`config.mk`:
```
export PLATFORM = sky130hd
export DESIGN_NAME = clock_set_ctrl
export DESIGN_NICKNAME = d
export VERILOG_FILES = /design/src/rtl/clock_set_ctrl.sv
export SDC_FILE = /design/constraint.sdc
export NUM_CORES = 1
export LEC_CHECK = 0
export CORE_MARGIN = 2
export CORE_UTILIZATION = 30
export CTS_BUF_LIST = sky130_fd_sc_hd__clkbuf_4 sky130_fd_sc_hd__clkbuf_8
export DETAILED_ROUTE_END_ITERATION = 8
export PLACE_DENSITY = 0.51
export SLEW_MARGIN = 10
export SYNTH_ARGS = -nofsm -noshare
export SYNTH_HDL_FRONTEND = slang
export SYNTH_SLANG_ARGS = --single-unit
```
`constraint.sdc`:
```
create_clock -name clk -period 4.6 [get_ports clk]
set_input_delay 1.15 -clock clk [delete_from_list [all_inputs] [get_ports clk]]
set_output_delay 1.15 -clock clk [all_outputs]
set_load 0.01 [all_outputs]
```
`src/rtl/clock_set_ctrl.sv`:
```
// Timekeeping and time-set controller: binary hh:mm:ss with a RUN / SET_HR / SET_MIN
// editing FSM, inactivity timeout, and blink/select flags for the display stage.
module clock_set_ctrl #(
    parameter int unsigned TIMEOUT_S = 30
) (
    input  logic       clk,
    input  logic       rst,
    input  logic       tick_1hz,
    input  logic       mode_pulse,
    input  logic       inc_pulse,
    input  logic       dec_pulse,
    output logic [4:0] hours,
    output logic [5:0] minutes,
    output logic [5:0] seconds,
    output logic       set_hr,
    output logic       set_min,
    output logic       blink_on
);

    localparam int unsigned TO_W = (TIMEOUT_S == 0) ? 1 : $clog2(TIMEOUT_S + 1);

    typedef enum logic [1:0] {
        ST_RUN     = 2'd0,
        ST_SET_HR  = 2'd1,
        ST_SET_MIN = 2'd2
    } state_t;

    state_t          state_q, state_d;
    logic [4:0]      hours_q, hours_d;
    logic [5:0]      minutes_q, minutes_d;
    logic [5:0]      seconds_q, seconds_d;
    logic            blink_q, blink_d;
    logic [TO_W-1:0] to_cnt_q, to_cnt_d;

    logic            do_inc;
    logic            do_dec;
    logic            to_expire;

    always_comb begin
        state_d   = state_q;
        hours_d   = hours_q;
        minutes_d = minutes_q;
        seconds_d = seconds_q;
        blink_d   = blink_q;
        to_cnt_d  = to_cnt_q;

        // inc and dec together cancel out but still count as activity
        do_inc    = inc_pulse & ~dec_pulse;
        do_dec    = dec_pulse & ~inc_pulse;

        to_expire = 1'b0;
        if (TIMEOUT_S != 0) begin
            to_expire = ((32'(to_cnt_q) + 32'd1) == TIMEOUT_S);
        end

        case (state_q)
            ST_RUN: begin
                blink_d  = 1'b0;
                to_cnt_d = '0;
                if (tick_1hz) begin
                    if (seconds_q == 6'd59) begin
                        seconds_d = 6'd0;
                        if (minutes_q == 6'd59) begin
                            minutes_d = 6'd0;
                            hours_d   = (hours_q == 5'd23) ? 5'd0 : hours_q + 5'd1;
                        end else begin
                            minutes_d = minutes_q + 6'd1;
                        end
                    end else begin
                        seconds_d = seconds_q + 6'd1;
                    end
                end
                if (mode_pulse) begin
                    state_d = ST_SET_HR;
                    blink_d = 1'b1;
                end
            end

            ST_SET_HR, ST_SET_MIN: begin
                if (mode_pulse) begin
                    to_cnt_d = '0;
                    if (state_q == ST_SET_HR) begin
                        state_d = ST_SET_MIN;
                        blink_d = 1'b1;
                    end else begin
                        state_d   = ST_RUN;
                        seconds_d = 6'd0;
                        blink_d   = 1'b0;
                    end
                end else if (inc_pulse || dec_pulse) begin
                    to_cnt_d = '0;
                    blink_d  = 1'b1;
                    if (state_q == ST_SET_HR) begin
                        if (do_inc) begin
                            hours_d = (hours_q == 5'd23) ? 5'd0 : hours_q + 5'd1;
                        end else if (do_dec) begin
                            hours_d = (hours_q == 5'd0) ? 5'd23 : hours_q - 5'd1;
                        end
                    end else begin
                        if (do_inc) begin
                            minutes_d = (minutes_q == 6'd59) ? 6'd0 : minutes_q + 6'd1;
                        end else if (do_dec) begin
                            minutes_d = (minutes_q == 6'd0) ? 6'd59 : minutes_q - 6'd1;
                        end
                    end
                end else if (tick_1hz) begin
                    if (to_expire) begin
                        state_d   = ST_RUN;
                        seconds_d = 6'd0;
                        blink_d   = 1'b0;
                        to_cnt_d  = '0;
                    end else begin
                        to_cnt_d = to_cnt_q + TO_W'(1);
                        blink_d  = ~blink_q;
                    end
                end
            end

            default: begin
                state_d  = ST_RUN;
                blink_d  = 1'b0;
                to_cnt_d = '0;
            end
        endcase
    end

    always_ff @(posedge clk) begin
        if (rst) begin
            state_q   <= ST_RUN;
            hours_q   <= 5'd0;
            minutes_q <= 6'd0;
            seconds_q <= 6'd0;
            blink_q   <= 1'b0;
            to_cnt_q  <= '0;
        end else begin
            state_q   <= state_d;
            hours_q   <= hours_d;
            minutes_q <= minutes_d;
            seconds_q <= seconds_d;
            blink_q   <= blink_d;
            to_cnt_q  <= to_cnt_d;
        end
    end

    assign hours    = hours_q;
    assign minutes  = minutes_q;
    assign seconds  = seconds_q;
    assign blink_on = blink_q;
    assign set_hr   = (state_q == ST_SET_HR);
    assign set_min  = (state_q == ST_SET_MIN);

endmodule

```
==> flow_summary.json, run 1 <==
{
  "synth_cell_types": 56,
  "ctsHtreeMaxLevel": 1,
  "ant_nets": 0,
  "status": "finished, final reports clean",
  "totalWireLength_mm": 4.57,
  "hold_buffers": 0,
  "worstSetupStartpointType": "primary input",
  "n_antenna_cell": 0,
  "rows": 28,
  "skew_ns": 0.00331,
  "vias": 1738,
  "setup_tns_ns": 0,
  "ys_seq_area_frac": 0.269,
  "fin_crit_sh": 0.674,
  "grt_pass1_vias": 1616,
  "cpPeakStageDelay_ns": 0.68,
  "cts_sinks": 25,
  "power_mw": 0.607,
  "max_slew.worst_pin.slew_ns": 0.902,
  "nNetsFinal": 269,
  "cp_top_family": "compound AO/OA/AOI/OAI gates",
  "async_reset_ff_frac": 0,
  "grt_usage": 0.144,
  "hold_viol_final": 0,
  "gp_congestion": 0.737,
  "vias_per_cell": 5.38,
  "ir_drop_mv": 0.105,
  "cp_cell_sequence": "clkdlybuf4s50_1 -> inv_1 -> ha_1 -> o21a_1 -> a2111oi_4 -> o311ai_0 -> a21oi_1",
  "power_density_nw_per_um2": 277,
  "max_freq_mhz": 323,
  "pre_cts_ws_ns": 1.23,
  "cts_resized": 0,
  "worstPathBufferInverterCount": 2,
  "ys_ff_latch": 25,
  "syn_to_final_growth_pct": 17.8,
  "synth.area.top_cells": "dfxtp_1, ha_1, a21oi_1",
  "start_util": 0.312,
  "grt_max_degree": 22,
  "firstDrtPassIters": 4,
  "drt_iter0_markers": 67,
  "die_h_um": 82.7,
  "ys.flop_type": "dfxtp_1",
  "syn_nets": 251,
  "cts_buffer_depth": 2,
  "synth_warnings": 0,
  "cp_max_fo": 12,
  "cp_slowest_cell": "a2111oi_4",
  "drive_above_1_share": 0.0524,
  "final_cell_count_no_fill": 323,
  "cts_made_buffers": 3,
  "clock_latency_ns": 0.27,
  "maxSlewViolCount": 0,
  "wl_per_cell_um": 14.1,
  "die_x_um": 82.7,
  "clk_pin_slew_ns": 0.09,
  "crit_type": "primary input to flip-flop",
  "required_ns": 4.79,
  "setup_viol": 0,
  "port_buffers": 25,
  "synth_top_area_frac": 0.269,
  "root_buffer": "clkbuf_8",
  "post-route-util": 0.368,
  "dp_hpwl_mm": 3.29,
  "min_period_ns": 3.10,
  "drc_errors": 0,
  "gr-total-overflow": 0,
  "hp-class": "flip-flop to flip-flop",
  "cap_viol_max_count": 0,
  "netlist_instances": 231,
  "synth_area_sq_um": 1860,
  "worst_setup_path_end_kind": "flip-flop",
  "post-synth-top-area-cell": "dfxtp_1",
  "grt_pass1_wl_mm": 7.76,
  "rsz0062_at_grt": "no",
  "crit_arrival_ns": 3.29,
  "leakage_nw": 0.741,
  "core-area_sq_um": 5960,
  "synth-edff-count": 0,
  "synth.avg_cell_area_sq_um": 8.05,
  "io_pins": 26,
  "postCtsSetupRepairBufs": 0,
  "relSlewSlack": 0.397,
  "antenna_found_initial": 0,
  "dp_cells": 319,
  "dieArea_sq_um": 6840,
  "cts_tree": "built",
  "setup_slack_ns": 1.50
}
[state kept, by name (all words and copies together), names as in the netlist]
signal	flops
blink_on	1
hours	5
minutes	6
seconds	6
state_q	2
to_cnt_q	5
[worst register-to-register path, cell delays in order, from the launching register on]
cell	delay (ns)
dfxtp_1	0.38
inv_1	0.09
ha_1	0.59
nor2b_1	0.77
mux2i_1	0.19
or3_1	0.34
a21oi_1	0.13
[cell usage in the layout (no fill, tap or decap), types with 7 or more instances in the layout]
cell type / Yosys / final
a21oi_1: 21 / 21
clkdlybuf4s50_1: 0 / 25
dfxtp_1: 25 / 25
ha_1: 14 / 14
inv_1: 15 / 15
nand2_1: 19 / 19
nand2b_1: 7 / 7
nand3_1: 10 / 10
nor2_1: 12 / 12
o21ai_0: 13 / 13
[through the flow]
stage	hold slack (ns)	area (sq um)
final	0.488	2190
after global routing	0.519	2190
after floorplan	0.442	1860
after CTS	0.485	2190
after detailed placement	0.468	2140
after global placement	0.478	2140
[final cells by class]
type                            instances  area [sq um]
Fill cell                             632          3760
Timing Repair Buffer                   25           250
Sequential cell                        25           500
Multi-Input combinational cell        179          1240
Tap cell                               75          93.8
Clock inverter                          1          5.00
Clock buffer                            3          41.3
Inverter                               15          56.3
[power breakdown]
part / internal [mW] / switching, mW
Clock: 0.0608 / 0.0748
Combinational: 0.0955 / 0.125
Sequential: 0.230 / 0.0210
Total: 0.386 / 0.221
[cells in the mapped netlist (2+ instances only)]
master / instances
clkbuf_1: 6
nor4_1: 2
ha_1: 14
nor3_1: 4
dfxtp_1: 25
nand4b_1: 3
o21a_1: 5
a211oi_1: 4
inv_1: 15
nand3b_1: 3
and3_1: 5
nand2b_1: 7
or3_1: 4
buf_2: 5
nor2_1: 12
xnor2_1: 4
a311oi_1: 4
o21ai_0: 13
a31oi_1: 3
mux2i_1: 4
nand3_1: 10
a21oi_1: 21
o211ai_1: 6
a211o_1: 2
nand2_1: 19
[routing by layer]
metal	track usage	share of wire
met5	0	0
met4	0.0393	0.0088
met3	0.0207	0.022
met2	0.236	0.46
met1	0.197	0.51
[final timing paths]
path,startpoint,endpoint,slack (ns),cells past startpoint
max,inc_pulse,minutes[4],1.50,7
min,to_cnt_q[4],to_cnt_q[4],0.49,1
max reg2reg,state_q[1],hours[2],2.03,6
min reg2reg,to_cnt_q[4],to_cnt_q[4],0.49,1
[cells by family after synthesis]
kind of cell	Yosys count	synth area share
compound gates	77	0.299
buf+inv	27	0.0619
flops	25	0.269
fa+ha+maj	14	0.0942
simple gates	79	0.230
mux	4	0.0215
xor+xnor	5	0.0236
No activity file was read; power rests on OpenSTA's default activity.
==> run 2, diff against run 1 <==
- PLACE_DENSITY: 0.51 -> 0.53
- clock period: 4.6 -> 2.8 ns (I/O delays scaled with it)
==> run 2 against run 1 <==
Against the previous run:
- worst setup slack lost 1.1 ns
- first-iteration DRC count grew 61%
- sequential power grew 64%
- via count grew 2.1%
- clock skew grew 0.00071 ns
- cell count grew 3.4%
- worst hold slack gained 0.0051 ns
- cell area grew 3.8%
- clock power grew 62%
- largest cell class unchanged
==> flow_summary.json, run 2 (same netlist as run 1, synthesis figures left out) <==
{
  "status": "finished, final reports clean",
  "cp_cell_sequence": "clkdlybuf4s50_1 -> inv_1 -> ha_1 -> o21a_1 -> a211oi_2 -> nand2b_1 -> or3_1 -> a21oi_1",
  "root_buffer": "clkbuf_8",
  "fin_crit_sh": 0.853,
  "relSlewSlack": 0.657,
  "grt_max_degree": 21,
  "n_fill_cell": 615,
  "grt_usage": 0.140,
  "power_density_nw_per_um2": 448,
  "drive_above_1_share": 0.0927,
  "cts_tree": "built",
  "antenna_found_initial": 0,
  "wl_met2_mm": 2.05,
  "setup_viol": 0,
  "cts_resized": 0,
  "nNetsFinal": 280,
  "power.switching_mw": 0.362,
  "drt_iter0_markers": 108,
  "cpPeakStageDelay_ns": 0.49,
  "highest_layer": "met4",
  "rows": 28,
  "start_util": 0.312,
  "hold_buffers": 0,
  "internal_power_mw": 0.657,
  "cts_buffer_depth": 2,
  "ir_drop_mv": 0.170,
  "multi_input_area_sq_um": 1240,
  "vias": 1774,
  "dp_hpwl_mm": 3.26,
  "leakage_nw": 0.795,
  "rsz0062_at_grt": "no",
  "crit_arrival_ns": 2.59,
  "wl_met1_mm": 2.27,
  "pwr-share-comb": 0.380,
  "n_antenna_cell": 0,
  "layout_common_cells": "dfxtp_1, clkdlybuf4s50_1, a21oi_1, nand2_1, inv_1",
  "clock_latency_ns": 0.27,
  "die_h_um": 82.7,
  "grt_pass1_vias": 1608,
  "io_pins": 26,
  "max_slew.worst_pin.slew_ns": 0.508,
  "cp_slowest_cell": "clkdlybuf4s50_1",
  "clk_pin_slew_ns": 0.09,
  "pwr-share-clk": 0.216,
  "ctsHtreeMaxLevel": 1,
  "hp-class": "flip-flop to flip-flop",
  "syn_to_final_growth_pct": 22.3,
  "crit_type": "primary input to flip-flop",
  "post-route-util": 0.382,
  "seqPwrFrac": 0.404,
  "ant_nets": 0,
  "skew_ns": 0.00402,
  "min_period_ns": 2.39,
  "regArea_sq_um": 500,
  "totalWireLength_mm": 4.46,
  "dieArea_sq_um": 6840,
  "wl_per_cell_um": 13.3,
  "vias_per_cell": 5.31,
  "drc_errors": 0,
  "cp_max_fo": 9,
  "gp_congestion": 0.766,
  "swShare": 0.355,
  "required_ns": 3.01,
  "cts_sinks": 25,
  "cts_made_buffers": 3,
  "postCtsSetupRepairBufs": 0,
  "maxSlewViolCount": 0,
  "cap_viol_max_count": 0,
  "worstSetupStartpointType": "primary input",
  "port_buffers": 25,
  "wl_met3_um": 118,
  "worst_setup_path_end_kind": "flip-flop",
  "die_x_um": 82.7,
  "hold_viol_final": 0,
  "firstDrtPassIters": 4,
  "max_freq_mhz": 419,
  "gr-total-overflow": 0,
  "setup_tns_ns": 0,
  "grt_pass1_wl_mm": 7.51,
  "core-area_sq_um": 5960
}
==> run 2: layout make-up <==
type / count / area share
clock inverter: 1 / 0.00220
timing repair buffer: 36 / 0.146
inverter: 15 / 0.0248
tap: 75 / 0.0413
multi-input combinational: 179 / 0.547
clock buffer: 3 / 0.0182
sequential: 25 / 0.220
==> run 2: final timing paths <==
| kind | cells after the start | slack [ns] | to | startpoint |
|---|---|---|---|---|
| setup / recovery | 8 | 0.41 | hours[2] | inc_pulse |
| hold / removal | 1 | 0.49 | to_cnt_q[4] | to_cnt_q[4] |
| setup reg to reg | 7 | 0.58 | hours[2] | state_q[0] |
| hold reg to reg | 1 | 0.49 | to_cnt_q[4] | to_cnt_q[4] |
==> run 2: stage by stage <==
stage	instances	total power, mW	hold slack, ns	worst slack [ns]	instance area (sq um)
after global routing	334	1.09	0.533	0.307	2270
after CTS	334	1.04	0.493	0.424	2270
after floorplan	231	0.677	0.442	0.702	1860
final	334	1.02	0.493	0.413	2270
after detailed placement	330	0.807	0.472	0.150	2230
after global placement	330	0.809	0.477	0.179	2230
==> run 2: per-layer routing <==
metal / track usage / vias to the layer above
met5: 0 / -
met3: 0.0185 / 2
met1: 0.198 / 840
met2: 0.227 / 21
li1: - / 911
met4: 0.0262 / 0
==> run 2: critical path: cells and delay by family <==
family / cells / cell delay [ns]
and+or+nand+nor: 2 / 0.61
buffers and inverters: 2 / 0.54
AOI/OAI and AO/OA: 3 / 0.54
adders and majority gates: 1 / 0.21
==> run 2: power by group through the flow <==
stage | clock, mW | combinational [mW] | sequential, mW
finish | 0.220 | 0.387 | 0.412
global route | 0.243 | 0.433 | 0.419
global placement | 0 | 0.388 | 0.420
detailed placement | 0 | 0.387 | 0.420
floorplan | 0 | 0.257 | 0.420
CTS | 0.234 | 0.389 | 0.412
